**src/rtl/fifo_arbiter_pkg.sv**
```systemverilog
// Shared types and helpers for the FIFO write-port arbiter.
package fifo_arbiter_pkg;

  typedef enum logic [1:0] {
    IDLE   = 2'd0,
    WRITE  = 2'd1,
    SETTLE = 2'd2
  } arb_state_e;

  // $clog2 that never returns 0, so a 1-bit index is still legal for tiny counts
  function automatic int unsigned clog2_min1(input int unsigned n);
    return (n <= 2) ? 1 : $clog2(n);
  endfunction

endpackage

```
**src/rtl/rr_priority_select.sv**
```systemverilog
// Rotate-and-find-first: returns the first set request at or after the start index.
module rr_priority_select
  import fifo_arbiter_pkg::*;
#(
  parameter int unsigned N     = 4,
  parameter int unsigned IDX_W = clog2_min1(N)
) (
  input  logic [N-1:0]     i_req,
  input  logic [IDX_W-1:0] i_start,
  output logic [IDX_W-1:0] o_winner_c,
  output logic             o_any_c
);

  localparam logic [IDX_W:0] N_W = (IDX_W + 1)'(N);

  logic [N-1:0]     w_rot;
  logic [IDX_W-1:0] w_off;
  logic [IDX_W:0]   w_sum;

  assign w_rot = N'({i_req, i_req} >> i_start);

  // Descending scan so the lowest rotated position is the one that sticks
  always_comb begin
    w_off   = '0;
    o_any_c = 1'b0;
    for (int k = N - 1; k >= 0; k--) begin
      if (w_rot[k]) begin
        w_off   = IDX_W'(k);
        o_any_c = 1'b1;
      end
    end
  end

  assign w_sum      = {1'b0, i_start} + {1'b0, w_off};
  assign o_winner_c = (w_sum >= N_W) ? IDX_W'(w_sum - N_W) : IDX_W'(w_sum);

endmodule

```
**src/rtl/fifo_write_arbiter.sv**
```systemverilog
// Shares one FIFO write port among several requesters, one word per grant with a settle cycle.
// Define FIFO_WRITE_ARBITER_ROUND_ROBIN_EN for round-robin; otherwise fixed priority (lowest index).
module fifo_write_arbiter
  import fifo_arbiter_pkg::*;
#(
  parameter int unsigned WORD_SIZE       = 8,
  parameter int unsigned REQUESTER_COUNT = 4
) (
  input  logic                                      clk,
  input  logic                                      rst,
  input  logic [REQUESTER_COUNT-1:0]                requestValid,
  input  logic [REQUESTER_COUNT*WORD_SIZE-1:0]      requestData,
  output logic [REQUESTER_COUNT-1:0]                requestAccept,
  output logic [WORD_SIZE-1:0]                      fifoDataIn,
  output logic                                      fifoWe,
  input  logic                                      fifoBufferFull,
  output logic [clog2_min1(REQUESTER_COUNT)-1:0]    grantIndex,
  output logic                                      busy
);

  localparam int unsigned IDX_W = clog2_min1(REQUESTER_COUNT);

  arb_state_e       r_state;
  logic [IDX_W-1:0] w_start;
  logic [IDX_W-1:0] w_winner;
  logic             w_any;
  logic [WORD_SIZE-1:0] w_word;

`ifdef FIFO_WRITE_ARBITER_ROUND_ROBIN_EN
  localparam logic [IDX_W-1:0] LAST_IDX = IDX_W'(REQUESTER_COUNT - 1);

  logic [IDX_W-1:0] r_last_grant;

  assign w_start = (r_last_grant == LAST_IDX) ? '0 : r_last_grant + 1'b1;
`else
  assign w_start = '0;
`endif

  rr_priority_select #(
    .N     (REQUESTER_COUNT),
    .IDX_W (IDX_W)
  ) u_select (
    .i_req      (requestValid),
    .i_start    (w_start),
    .o_winner_c (w_winner),
    .o_any_c    (w_any)
  );

  assign w_word = requestData[32'(w_winner) * WORD_SIZE +: WORD_SIZE];

  // Decisions only in IDLE/SETTLE so bufferFull always reflects the previous commit
  always_ff @(posedge clk or negedge rst) begin
    if (!rst) begin
      r_state       <= IDLE;
      fifoWe        <= 1'b0;
      requestAccept <= '0;
      fifoDataIn    <= '0;
      grantIndex    <= '0;
      busy          <= 1'b0;
`ifdef FIFO_WRITE_ARBITER_ROUND_ROBIN_EN
      r_last_grant  <= LAST_IDX;
`endif
    end else begin
      case (r_state)
        WRITE: begin
          r_state       <= SETTLE;
          fifoWe        <= 1'b0;
          requestAccept <= '0;
          busy          <= 1'b1;
        end
        default: begin
          if (w_any && !fifoBufferFull) begin
            r_state       <= WRITE;
            fifoWe        <= 1'b1;
            fifoDataIn    <= w_word;
            requestAccept <= REQUESTER_COUNT'(1) << w_winner;
            grantIndex    <= w_winner;
            busy          <= 1'b1;
`ifdef FIFO_WRITE_ARBITER_ROUND_ROBIN_EN
            r_last_grant  <= w_winner;
`endif
          end else begin
            r_state       <= IDLE;
            fifoWe        <= 1'b0;
            requestAccept <= '0;
            busy          <= 1'b0;
          end
        end
      endcase
    end
  end

endmodule
```
**config.mk**
```make
export PLATFORM = sky130hd
export DESIGN_NAME = fifo_write_arbiter
export DESIGN_NICKNAME = d
export VERILOG_FILES = /design/src/rtl/fifo_arbiter_pkg.sv /design/src/rtl/rr_priority_select.sv /design/src/rtl/fifo_write_arbiter.sv
export SDC_FILE = /design/constraint.sdc
export NUM_CORES = 1
export LEC_CHECK = 0
export ABC_AREA = 1
export BUFFER_PORTS_ARGS = -buffer_cell sky130_fd_sc_hd__buf_2
export CELL_PAD_IN_SITES_DETAIL_PLACEMENT = 1
export CELL_PAD_IN_SITES_GLOBAL_PLACEMENT = 2
export CORE_MARGIN = 2
export CORE_UTILIZATION = 23
export DETAILED_ROUTE_END_ITERATION = 10
export HOLD_SLACK_MARGIN = 0.05
export PLACE_DENSITY = 0.77
export SYNTH_ARGS = -nofsm -noshare
export SYNTH_HDL_FRONTEND = slang
export SYNTH_HIERARCHICAL = 1
export SYNTH_SLANG_ARGS = --single-unit
```
**constraint.sdc**
```tcl
create_clock -name clk -period 1.1 [get_ports clk]
set_input_delay 0.275 -clock clk [delete_from_list [all_inputs] [get_ports clk]]
set_output_delay 0.275 -clock clk [all_outputs]
set_load 0.1 [all_outputs]
```
# Word-level counts from Yosys, hierarchy flattened
# Index checks and enable logic that the tools add are counted.
totals:
  output_inout_bits: 16
  in_bits: 39
  regBits: 18
classes:
  n_eq_ne: 1
  n_mux: 16
  n_lt_le_gt_ge: 1
  add_sub_neg: 1
  n_reduce_logical: 3
  n_shift: 2
  n_bitwise: 1
op_table:
  columns: ["op", "n"]
  rows:
  - ["$shiftx A32 B6 Y8", 1]
  - ["$mux W2", 6]
  - ["$mux W1", 8]
  - ["$mux W4", 2]
  - ["$shl A1 B2 Y4 const A", 1]
  - ["$ge A2 B3 Y1 const B", 1]
  - ["$eq A2 B1 Y1 const B", 1]
  - ["$reduce_and A2 Y1", 1]
  - ["$sub A2 B1 Y2 const B", 1]
  - ["$logic_and A1 B1 Y1", 1]
  - ["$logic_not A1 Y1", 1]
  - ["$not A1 Y1", 1]

# Logic depth before layout (Yosys ltp)
# Gate-level depths: netlist (run 1).
depth:
  word_depth: 9
  mapped_depth: 16

# By module
# Netlist (run 1), hierarchy kept.
by_module_without_submodules:
  columns: ["mod", "cells_per_inst", "area_each_um2", "n_inst"]
  rows:
  - ["fifo_write_arbiter", 155, 1086.0, 1]
  - ["rr_priority_select", 35, 165.2, 1]

# Least setup slack after synthesis (run 1)
# Ideal clock, no wire load.
synth_path:
  path_type: "flip-flop to flip-flop"
  start: "register r_state[0]"
  end: "register fifoDataIn[1]"
  arrival_time_ps: 1499
  required_ps: 1032
  n_path_buf: 1
  stages_incl_launch_ff: 8
  setup_slack_ps: -466
  path_cell_list: "dfrtp_1 inv_2 nor2_4 nor2_4 inv_2 buf_6 nand2_1 nand2_1"
synth_via:
  elab_chain_len: 3
synth_rtl:
  columns: ["item", "line_no", "rtl"]
  rows:
  - ["from (decl)", "fifo_write_arbiter.sv:23", "arb_state_e r_state;"]
  - ["from (signal assigned)", "fifo_write_arbiter.sv:54", "r_state <= IDLE;"]
  - ["from (signal assigned)", "fifo_write_arbiter.sv:66", "r_state <= SETTLE;"]
  - ["from (signal assigned)", "fifo_write_arbiter.sv:73", "r_state <= WRITE;"]
  - ["$eq A2 B1 Y1", "fifo_write_arbiter.sv:64", "case (r_state)"]
  - ["$not A1 Y1 (no line)", null, null]
  - ["$reduce_and A2 Y1 (no line)", null, null]
  - ["to (signal assigned)", "fifo_write_arbiter.sv:75", "fifoDataIn <= w_word;"]
  - ["to (decl)", "fifo_write_arbiter.sv:14", "output logic [WORD_SIZE-1:0] fifoDataIn,"]
# No other way between the ends.
# A chain may end at the register's enable or synchronous reset.

# Final worst setup path (run 1)
layout_path:
  start: "input requestValid[2]"
  end: "register fifoDataIn[2]"
layout_via:
  elab_chain_len: 6
layout_rtl:
  columns: ["item", "line_no", "rtl"]
  rows:
  - ["from (decl)", "fifo_write_arbiter.sv:11", "input logic [REQUESTER_COUNT-1:0] requestValid,"]
  - ["$mux W2 * (3 in a row)", "rr_priority_select.sv:27", "if (w_rot[k]) begin"]
  - ["$ge A2 B3 Y1 / $sub A2 B1 Y2 (equally long branches)", "rr_priority_select.sv:35", "assign o_winner_c = (w_sum >= N_W) ? IDX_W'(w_sum - N_W) : IDX_W'(w_sum);"]
  - ["$mux W2 *", "rr_priority_select.sv:35", null]
  - ["net w_winner[0]", "fifo_write_arbiter.sv:25", "logic [IDX_W-1:0] w_winner;"]
  - ["$shiftx A32 B6 Y8 *", "fifo_write_arbiter.sv:49", "assign w_word = requestData[32'(w_winner) * WORD_SIZE +: WORD_SIZE];"]
# Mark *: on every way through the listed nets, which the timed path passes. The rest lies on a longest branch.

==> flow_summary.json, run 1 <==
{
  "outcome": "finished with violations",
  "violations": "setup timing",
  "dieArea_um2": 6046,
  "wl_um": 3852,
  "cap_violations": 0,
  "grt_pass1_wl_um": 6196,
  "syn_avg_cell_area_um2": 6.585,
  "use_met2": 0.2017,
  "grt_use_total": 0.1248,
  "synth_top_family_by_area": "simple AND/OR/NAND/NOR gates",
  "cts_tree": "built",
  "min_period_over_period": 1.185,
  "synth.area.top_cells": "dfrtp_1, nand2_1, inv_1",
  "fin_area_um2": 2424,
  "ios": 55,
  "synth_warnings": 6,
  "cts.htree.levels": 1,
  "cts_buffers": 3,
  "hold_viol": 0,
  "synth_xor_area_frac": 0.007000,
  "min_path_type": "in -> reg",
  "drt_first_pass_iters": 4,
  "synth_fa_ha_area_frac": 0.01000,
  "final_cell_mix": "nand2_1, inv_1, buf_2",
  "grt_pass1_vias": 1384,
  "p_sw_frac": 0.4928,
  "cp_top_family": "simple AND/OR/NAND/NOR gates",
  "crit_required_ps": 1230,
  "grtUsageMet3": 0.01279,
  "grt-ovfl-total": 0,
  "num_antenna_cells": 0,
  "ant_nets": 0,
  "layout_setup_ws_ps": -203.9,
  "worst_ep_arrival_time_ps": 1440,
  "crit_chain": "buf_8 -> nand2_8 -> nand3_4 -> nand2_4 -> nand3_4 -> a21boi_4 -> ha_4 -> buf_8 -> nand2_4 -> nand3_2 -> nand2_2 -> nand2_2 -> nand2_1",
  "gp_congestion": 0.7597,
  "die_h_um": 77.76,
  "fin_skew_ps": 4.996,
  "instances_no_fill": 342,
  "p_clk_frac": 0.111,
  "hold_end": "fifoDataIn[6]",
  "synth_seq_cells": 17,
  "ir_worst_vdd_uv": 765.2,
  "drt_iter0_drc": 45,
  "reg2reg_from": "r_state[0]",
  "endpoint_kind": "flip-flop",
  "nets": 313,
  "setup_viol": 30,
  "dp_cells": 327,
  "path_buf_inv": 2,
  "drt-wirelength-per-cell_um": 11.26,
  "ys_seq_area_frac": 0.3400,
  "synth_compound_area_frac": 0.01000,
  "syn-cell-area_um2": 1251,
  "drv_slew": 0,
  "leakagePower_nw": 1.324,
  "crit_path_top_delay_cell": "ha_4",
  "cts_sinks": 17,
  "avgViaCountPerCell": 4.038,
  "yosys.area_share.simple": 0.4510,
  "synth_mux_area_frac": 0,
  "start_util": 0.2419,
  "core_um2": 5172,
  "cellPowerDensity_nw_per_um2": 1710,
  "p_seq_frac": 0.227,
  "drc_errors": 0,
  "fp.dieW_um": 77.76,
  "rows": 26,
  "layout_commonest_cell": "nand2_1",
  "final_util": 0.4686,
  "rsz0062_at_grt": "yes",
  "cts-root-buf": "clkbuf_8",
  "nFillCells": 619,
  "io_buffers": 54,
  "worstPathMaxFanout": 6,
  "vias": 1381,
  "place_area_um2": 1962,
  "reg2reg_slack_ps": -180,
  "ys_types": 18,
  "antenna_found_initial": 0,
  "cpPeakStageDelay_ps": 230,
  "netlist_instances": 190,
  "min_period_ps": 1304,
  "cts.path.max_buffers": 2,
  "grt_util_met1": 0.1728,
  "drive_gt1_frac": 0.6029,
  "p_sw_mw": 2.042,
  "busiest_layer": "met2",
  "crit_path_start_kind": "input port",
  "regToRegEndpoint": "requestAccept[3]",
  "areaGrowthSynthToFinish_pct": 93.70,
  "hpwl_um": 2888,
  "clk_latency_ps": 250,
  "grt_max_degree": 18,
  "p_int_mw": 2.101,
  "hold_start": "requestData[6]",
  "path_class": "in -> reg",
  "yosysTopAreaCellShare": 0.3400,
  "synth_top_cell_by_area": "dfrtp_1",
  "reg2reg_depth": 7,
  "holdPathStages": 7,
  "p_comb_frac": 0.662,
  "clk_pin_slew_ps": 70,
  "max_freq_mhz": 766.9
}
==> kinds of logic (layout without fill, tap and decap cells) <==
group,Yosys count,count (layout)
buffers and inverters,47,118
and+or+nand+nor,121,121
xor gates and xnor gates,1,1
other,1,12
adders and majority gates,1,1
DFF,17,17
AOI/OAI and AO/OA,2,2
==> cells in the mapped netlist, drive strengths merged <==
library cell / count
nand3: 27
a21boi: 1
ha: 1
nand2: 88
o21ai: 1
inv: 41
buf: 6
xor2: 1
nor3: 1
nor2: 5
dfrtp: 17
conb: 1
==> per-stage QoR <==
| step | hold WS [ps] | setup slack (ps) | power [mW] | TNS (ps) |
|---|---|---|---|---|
| 6_report | 416.2 | -203.9 | 4.143 | -2614 |
| 5_1_grt | 461.3 | -292.2 | 4.359 | -4018 |
| 4_1_cts | 359.6 | -243.2 | 3.947 | -3128 |
| 3_5_place_dp | 215.7 | -604.2 | 3.308 | -6911 |
| 3_3_place_gp | 217.9 | -564.4 | 3.287 | -6439 |
| 2_1_floorplan | -20.59 | -511.1 | 2.446 | -6282 |
==> worst max path at each step <==
stage,startpoint,cells after the start,to
final,requestValid[2],13,fifoDataIn[2]
after global routing,requestValid[0],12,fifoDataIn[2]
after CTS,requestValid[2],13,fifoDataIn[2]
after detailed placement,requestValid[3],12,fifoDataIn[2]
after global placement,requestValid[3],12,fifoDataIn[2]
after floorplan,requestValid[2],15,fifoDataIn[1]
==> layer usage <==
| metal | vias to the layer above | wire length, um |
|---|---|---|
| li1 | 707 | - |
| met1 | 635 | 1666 |
| met2 | 35 | 1996 |
| met3 | 4 | 146 |
| met4 | 0 | 43 |
| met5 | - | 0 |
==> worst register-to-register path, cell delays in order, from the launching register on <==
cell     delay [ps]
dfrtp_4         480
buf_6           120
inv_4            50
nor2_4           40
nor2_4          180
buf_12          160
nand2_4          60
nor2_1          110
==> state kept, by name, indices dropped and copies added, names as in the netlist <==
register       flops
requestAccept      4
r_state            2
grantIndex         2
fifoDataIn         8
busy               1
==> power groups by stage <==
stage	Clock, mW	Combinational [mW]	Sequential [mW]
floorplan	0	0.602	1.84
global placement	0	2.34	0.951
detailed placement	0	2.36	0.953
CTS	0.470	2.54	0.940
global route	0.503	2.90	0.957
finish	0.461	2.74	0.941
==> layout make-up <==
cell class / count / area [um2] / area share
sequential: 17 / 447.9 / 0.1848
clock buffer: 3 / 41.29 / 0.01704
clock inverter: 1 / 5.005 / 0.002065
timing repair buffer: 73 / 759.5 / 0.3134
multi-input combinational: 137 / 908.4 / 0.3748
tap: 70 / 87.58 / 0.03614
inverter: 41 / 173.9 / 0.07176
==> what timing repair did <==
item,4_1_cts,5_1_grt
buffers inserted,4,4
pin swaps,39,22
gates cloned,1,1
resized for setup,36,44
hold buffers,1,0
endpoints found under the hold margin,17,0
endpoints found under the setup margin,30,31
Power figures use the tool's default switching activity.
==> inputs of run 2 (changes only) <==
- ABC_AREA: 1 -> 0
- CORE_ASPECT_RATIO: not set -> 2
- CORE_UTILIZATION: 23 -> 27
- PLACE_DENSITY: 0.77 -> 0.79
==> run 2 against run 1 <==
Highest routed layer unchanged; maximum frequency fell by 30%; sequential share of layout area rose by 1.9 points; synthesized cell count fell by 63%; largest power group unchanged; worst setup slack got worse by 560 ps; first-iteration DRC count fell by 67%; area after synthesis fell by 19%; die area fell by 29%; the run still ends with setup timing left.
==> flow_summary.json, run 2 <==
{
  "largest_register_ff_count": 8,
  "synth_seq_cells": 17,
  "synth_top_family_by_area": "multiplexers",
  "grt-ovfl-total": 0,
  "ys_types": 31,
  "synth_top_cell_by_area": "dfrtp_1",
  "p_clk_frac": 0.112,
  "wl_um": 3833,
  "syn_avg_cell_area_um2": 14.44,
  "start_util": 0.2803,
  "final_cell_mix": "buf_2, buf_12, buf_6, conb_1, buf_4",
  "min_path_type": "in -> reg",
  "synthArstFlopShare": 1.000,
  "rsz0062_at_grt": "yes",
  "synth_compound_area_frac": 0.06807,
  "synth_mux_area_frac": 0.3342,
  "layout_setup_ws_ps": -761.3,
  "clk_latency_ps": 260,
  "crit_required_ps": 1240,
  "ant_nets": 0,
  "dp_cells": 197,
  "nets": 207,
  "drt_iter0_drc": 15,
  "ys_top_cells_by_count": "dfrtp_1, mux2_4, mux2_2, mux4_2, nand2b_1",
  "layout_commonest_cell": "buf_2",
  "largest_register": "fifoDataIn",
  "netlist_instances": 70,
  "ir_worst_vdd_uv": 1007,
  "min_period_ps": 1861,
  "synth_xor_area_frac": 0.01733,
  "antenna_found_initial": 0,
  "outcome": "finished with violations",
  "cts.path.max_buffers": 2,
  "violations": "setup timing",
  "cellPowerDensity_nw_per_um2": 1961,
  "vias": 1001,
  "cap_violations": 0,
  "max_freq_mhz": 537.3,
  "fp.dieW_um": 47.27,
  "ios": 55,
  "p_sw_frac": 0.4592,
  "clk_pin_slew_ps": 60,
  "avgViaCountPerCell": 4.656,
  "instances_no_fill": 215,
  "grt_max_degree": 18,
  "syn-cell-area_um2": 1011,
  "synth-edff-count": 0,
  "areaGrowthSynthToFinish_pct": 114.9,
  "hold_viol": 0,
  "die_h_um": 90.54,
  "setup_viol": 32,
  "cts_buffers": 3,
  "yosysTopAreaCellShare": 0.4208,
  "gp_congestion": 0.6755,
  "worst_ep_arrival_time_ps": 2010,
  "io_buffers": 54,
  "cts-root-buf": "clkbuf_8",
  "drt-wirelength-per-cell_um": 17.83,
  "crit_path_start_kind": "input port",
  "leakagePower_nw": 1.009,
  "dieArea_um2": 4280,
  "p_seq_frac": 0.228,
  "drt_first_pass_iters": 4,
  "top_regs": "fifoDataIn x8, requestAccept x4",
  "worstPathMaxFanout": 3,
  "final_util": 0.6022,
  "grt_pass1_wl_um": 5506,
  "p_int_mw": 2.303,
  "synthMostInstantiatedCell": "dfrtp_1",
  "yosys.area_share.simple": 0.1176,
  "fin_skew_ps": 3.920,
  "synth_fa_ha_area_frac": 0.01238,
  "p_comb_frac": 0.660,
  "drc_errors": 0,
  "endpoint_kind": "flip-flop",
  "cts.htree.levels": 1,
  "cts_sinks": 17,
  "p_sw_mw": 1.955,
  "min_period_over_period": 1.692,
  "synth.area.top_cells": "dfrtp_1, mux4_2, mux2_4",
  "grt_pass1_vias": 1231,
  "rows": 31,
  "core_um2": 3607,
  "path_class": "in -> reg",
  "yosys_most_used_dff": "dfrtp_1",
  "hpwl_um": 2537,
  "drv_slew": 0,
  "synth_warnings": 6,
  "num_antenna_cells": 0,
  "grt_use_total": 0.1808,
  "drive_gt1_frac": 0.8253,
  "cts_tree": "built",
  "ys_seq_area_frac": 0.4208
}
-- run 2: changes by cell type in the layout (fill, tap and decap cells not counted), moves of 5 or more --
cell	previous run	this run
mux4_2	0	8
nand2_4	12	0
dfrtp_2	15	10
buf_6	7	13
inv_1	34	1
nand2_2	22	0
nand3_2	21	0
nand2_1	53	1
dfrtp_1	1	6
mux2_4	0	11
-- run 2: final timing paths --
| path | start | endpoint | slack [ps] | cells after the start |
|---|---|---|---|---|
| min in group asynchronous | rst | fifoDataIn[3] | 460 | 2 |
| max in group asynchronous | rst | r_state[0] | 330 | 2 |
| setup reg to reg | r_state[0] | fifoDataIn[3] | -390 | 3 |
| hold / removal | fifoBufferFull | r_state[0] | 430 | 3 |
| setup / recovery | requestValid[1] | fifoDataIn[6] | -760 | 9 |
| hold reg to reg | fifoDataIn[2] | fifoDataIn[2] | 570 | 1 |
-- run 2: cell families (layout without fill, tap and decap cells) --
logic type	Yosys count	after routing
multiplexers	19	19
other	1	13
XOR/XNOR	2	2
flip-flops	17	17
buffers and inverters	4	87
AO/OA/AOI/OAI	8	8
AND/OR/NAND/NOR	18	19
adder cells (fa/ha/maj)	1	1
-- run 2: final cells by class --
cell class	instances	area, um2
fillers	366	1435
repair buffers	82	842.1
multi-input cells	62	777.0
clock inverters	1	5.005
well taps	49	61.31
inverters	1	3.754
flip-flops and latches	17	441.7
clock buffers	3	41.29
-- run 2: worst max-delay path, stage by stage --
cell and delay [ps]:
buf_6 100, nor2b_4 120, a21oi_2 110, o22ai_2 90
o21a_1 230, ha_4 250, buf_6 130, mux4_2 440
mux2_4 270
-- run 2: what timing repair did --
item / 4_1_cts / 5_1_grt
hold buffers: 1 / 0
resized for setup: 27 / 21
buffers inserted: 8 / 5
endpoints found under the hold margin: 17 / 0
gates cloned: 1 / 1
setup endpoints to repair: 32 / 32
pin swaps: 7 / 9
-- run 2: per-stage QoR --
step                setup WS [ps]  power [mW]  TNS [ps]  cell area, um2  hold WS, ps
detailed placement          -1093       3.424    -13660            1797        210.5
finish                     -761.3       4.259    -10400            2172        430.2
global route               -791.8       4.407    -11240            2172        427.6
floorplan                  -634.6       2.434     -6744            1130       -20.59
global placement            -1013       3.359    -12680            1797        210.0
CTS                        -737.0       4.139     -9676            2033        414.1
-- run 2: layer usage --
metal | share of wire | GRT usage
met5 | 0 | 0
met2 | 0.62 | 0.3333
met1 | 0.30 | 0.1616
met3 | 0.058 | 0.03600
met4 | 0.025 | 0.09722
-- run 2: power groups by stage --
stage,logic [mW],clock network (mW),registers (mW)
final,2.81,0.477,0.970
after global routing,2.90,0.515,0.990
after CTS,2.68,0.490,0.969
after detailed placement,2.45,0,0.978
after global placement,2.41,0,0.954
after floorplan,0.469,0,1.96
==> inputs of run 3 (changes only) <==
- MAX_ROUTING_LAYER: not set -> met4
==> run 3 against run 2 <==
The run still ends with setup timing left; cell area unchanged; first-iteration DRC count decreased by 13%; routed wire length decreased by 0.47%; combinational power about the same; clock power decreased by 0.8%; critical path type unchanged; largest power group unchanged; global-route usage increased by 0.45 points.
==> flow_summary.json, run 3 (same netlist as run 2, synthesis figures left out) <==
{
  "die_h_um": 90.54,
  "crit_path_top_delay_cell": "mux4_2",
  "vias": 995,
  "cts-root-buf": "clkbuf_8",
  "crit_chain": "buf_6 -> nor2b_4 -> a21oi_2 -> o22ai_2 -> o21a_1 -> ha_4 -> buf_6 -> mux4_2 -> mux2_4",
  "cts_sinks": 17,
  "p_sw_frac": 0.4585,
  "grt_use_total": 0.1853,
  "num_antenna_cells": 0,
  "drt_first_pass_iters": 2,
  "cp_common_cell": "buf_6",
  "layout_commonest_cell": "buf_2",
  "grt_pass1_wl_um": 5506,
  "drv_slew": 0,
  "dr_wl_met3_um": 223,
  "cpPeakStageDelay_ps": 440,
  "start_util": 0.2803,
  "fin_skew_ps": 2.526,
  "nFillCells": 366,
  "avgViaCountPerCell": 4.628,
  "highest_layer": "met4",
  "wl_met1_um": 1148,
  "dp_slack_ps": -1093,
  "worstPathMaxFanout": 3,
  "antenna_found_initial": 0,
  "drc_errors": 0,
  "p_comb_frac": 0.661,
  "final_cell_mix": "buf_2, buf_12, buf_6, conb_1, buf_4",
  "outcome": "finished with violations",
  "cts.path.max_buffers": 2,
  "holdPathStages": 3,
  "grt-ovfl-total": 0,
  "ir_worst_vdd_uv": 1003,
  "layout_setup_ws_ps": -770.3,
  "drive_gt1_frac": 0.8253,
  "drt_iter0_drc": 13,
  "wl_um": 3815,
  "nets": 207,
  "gp_congestion": 0.6823,
  "leakagePower_nw": 1.009,
  "fp.dieW_um": 47.27,
  "min_period_over_period": 1.700,
  "p_clk_frac": 0.111,
  "path_class": "in -> reg",
  "p_seq_frac": 0.228,
  "cts.htree.levels": 1,
  "totalPowerFinal_mw": 4.253,
  "rsz0062_at_grt": "yes",
  "hold_viol": 0,
  "grt_max_degree": 18,
  "cts_tree": "built",
  "drt-wirelength-per-cell_um": 17.74,
  "max_freq_mhz": 534.7,
  "clk_pin_slew_ps": 60,
  "p_int_mw": 2.303,
  "hpwl_um": 2537,
  "min_path_type": "in -> reg",
  "largest_register_ff_count": 8,
  "clk_latency_ps": 260,
  "cellPowerDensity_nw_per_um2": 1958,
  "violations": "setup timing",
  "areaGrowthSynthToFinish_pct": 114.9,
  "cts_buffers": 3,
  "dieArea_um2": 4280,
  "min_period_ps": 1870,
  "worst_ep_arrival_time_ps": 2010,
  "largest_register": "fifoDataIn",
  "core_um2": 3607,
  "reg2reg_depth": 3,
  "final_util": 0.6022,
  "rows": 31,
  "p_sw_mw": 1.950,
  "crit_required_ps": 1240,
  "top_regs": "fifoDataIn x8, requestAccept x4",
  "reg2reg_slack_ps": -380,
  "ios": 55,
  "grt_pass1_vias": 1228,
  "io_buffers": 54,
  "endpoint_kind": "flip-flop",
  "wl_met2_um": 2307,
  "ant_nets": 0,
  "crit_path_start_kind": "input port",
  "setup_viol": 32,
  "cap_violations": 0
}
[run 3: worst max-delay path, delay by kind of cell]
kind            cells  cell delay (ps)
compound gates      3              440
fa+ha+maj           1              250
buf+inv             2              230
mux                 2              710
simple gates        1              120
[run 3: worst paths after layout]
check / start / end
worst max-delay path: requestValid[1] / fifoDataIn[6]
worst min-delay path: fifoBufferFull / r_state[0]
worst max register to register: r_state[0] / fifoDataIn[3]
worst min register to register: fifoDataIn[2] / fifoDataIn[2]
max in group asynchronous: rst / r_state[0]
min in group asynchronous: rst / fifoDataIn[3]
[run 3: final cells by class]
type,count,area [um2],area share
Sequential cell,17,441.7,0.2033
Clock buffer,3,41.29,0.01901
Timing Repair Buffer,82,842.1,0.3877
Inverter,1,3.754,0.001728
Multi-Input combinational cell,62,777.0,0.3577
Tap cell,49,61.31,0.02823
Clock inverter,1,5.005,0.002304
[run 3: stage by stage]
step	cells	area, um2	hold WS [ps]	setup TNS, ps
finish	215	2172	428.4	-10460
global route	215	2172	427.6	-11240
CTS	211	2033	414.1	-9676
detailed placement	197	1797	210.5	-13660
global placement	197	1797	210.0	-12680
floorplan	82	1130	-20.59	-6744
[run 3: routing by layer]
metal  up-vias  GRT usage
met1       476     0.1616
met3        13    0.03600
met4         0    0.09722
met2        55     0.3333
li1        451          -
met5         -          -
[run 3: power by group through the flow]
stage,logic (mW),registers [mW],clock network [mW]
6_report,2.81,0.969,0.473
5_1_grt,2.90,0.990,0.515
4_1_cts,2.68,0.969,0.490
3_5_place_dp,2.45,0.978,0
3_3_place_gp,2.41,0.954,0
2_1_floorplan,0.469,1.96,0
[run 3: what timing repair did]
| action | CTS | global route |
|---|---|---|
| endpoints found under the hold margin | 17 | 0 |
| hold buffers | 1 | 0 |
| cloned | 1 | 1 |
| setup buffers | 8 | 5 |
| endpoints found under the setup margin | 32 | 32 |
| pin swaps | 7 | 9 |
| resized for setup | 27 | 21 |
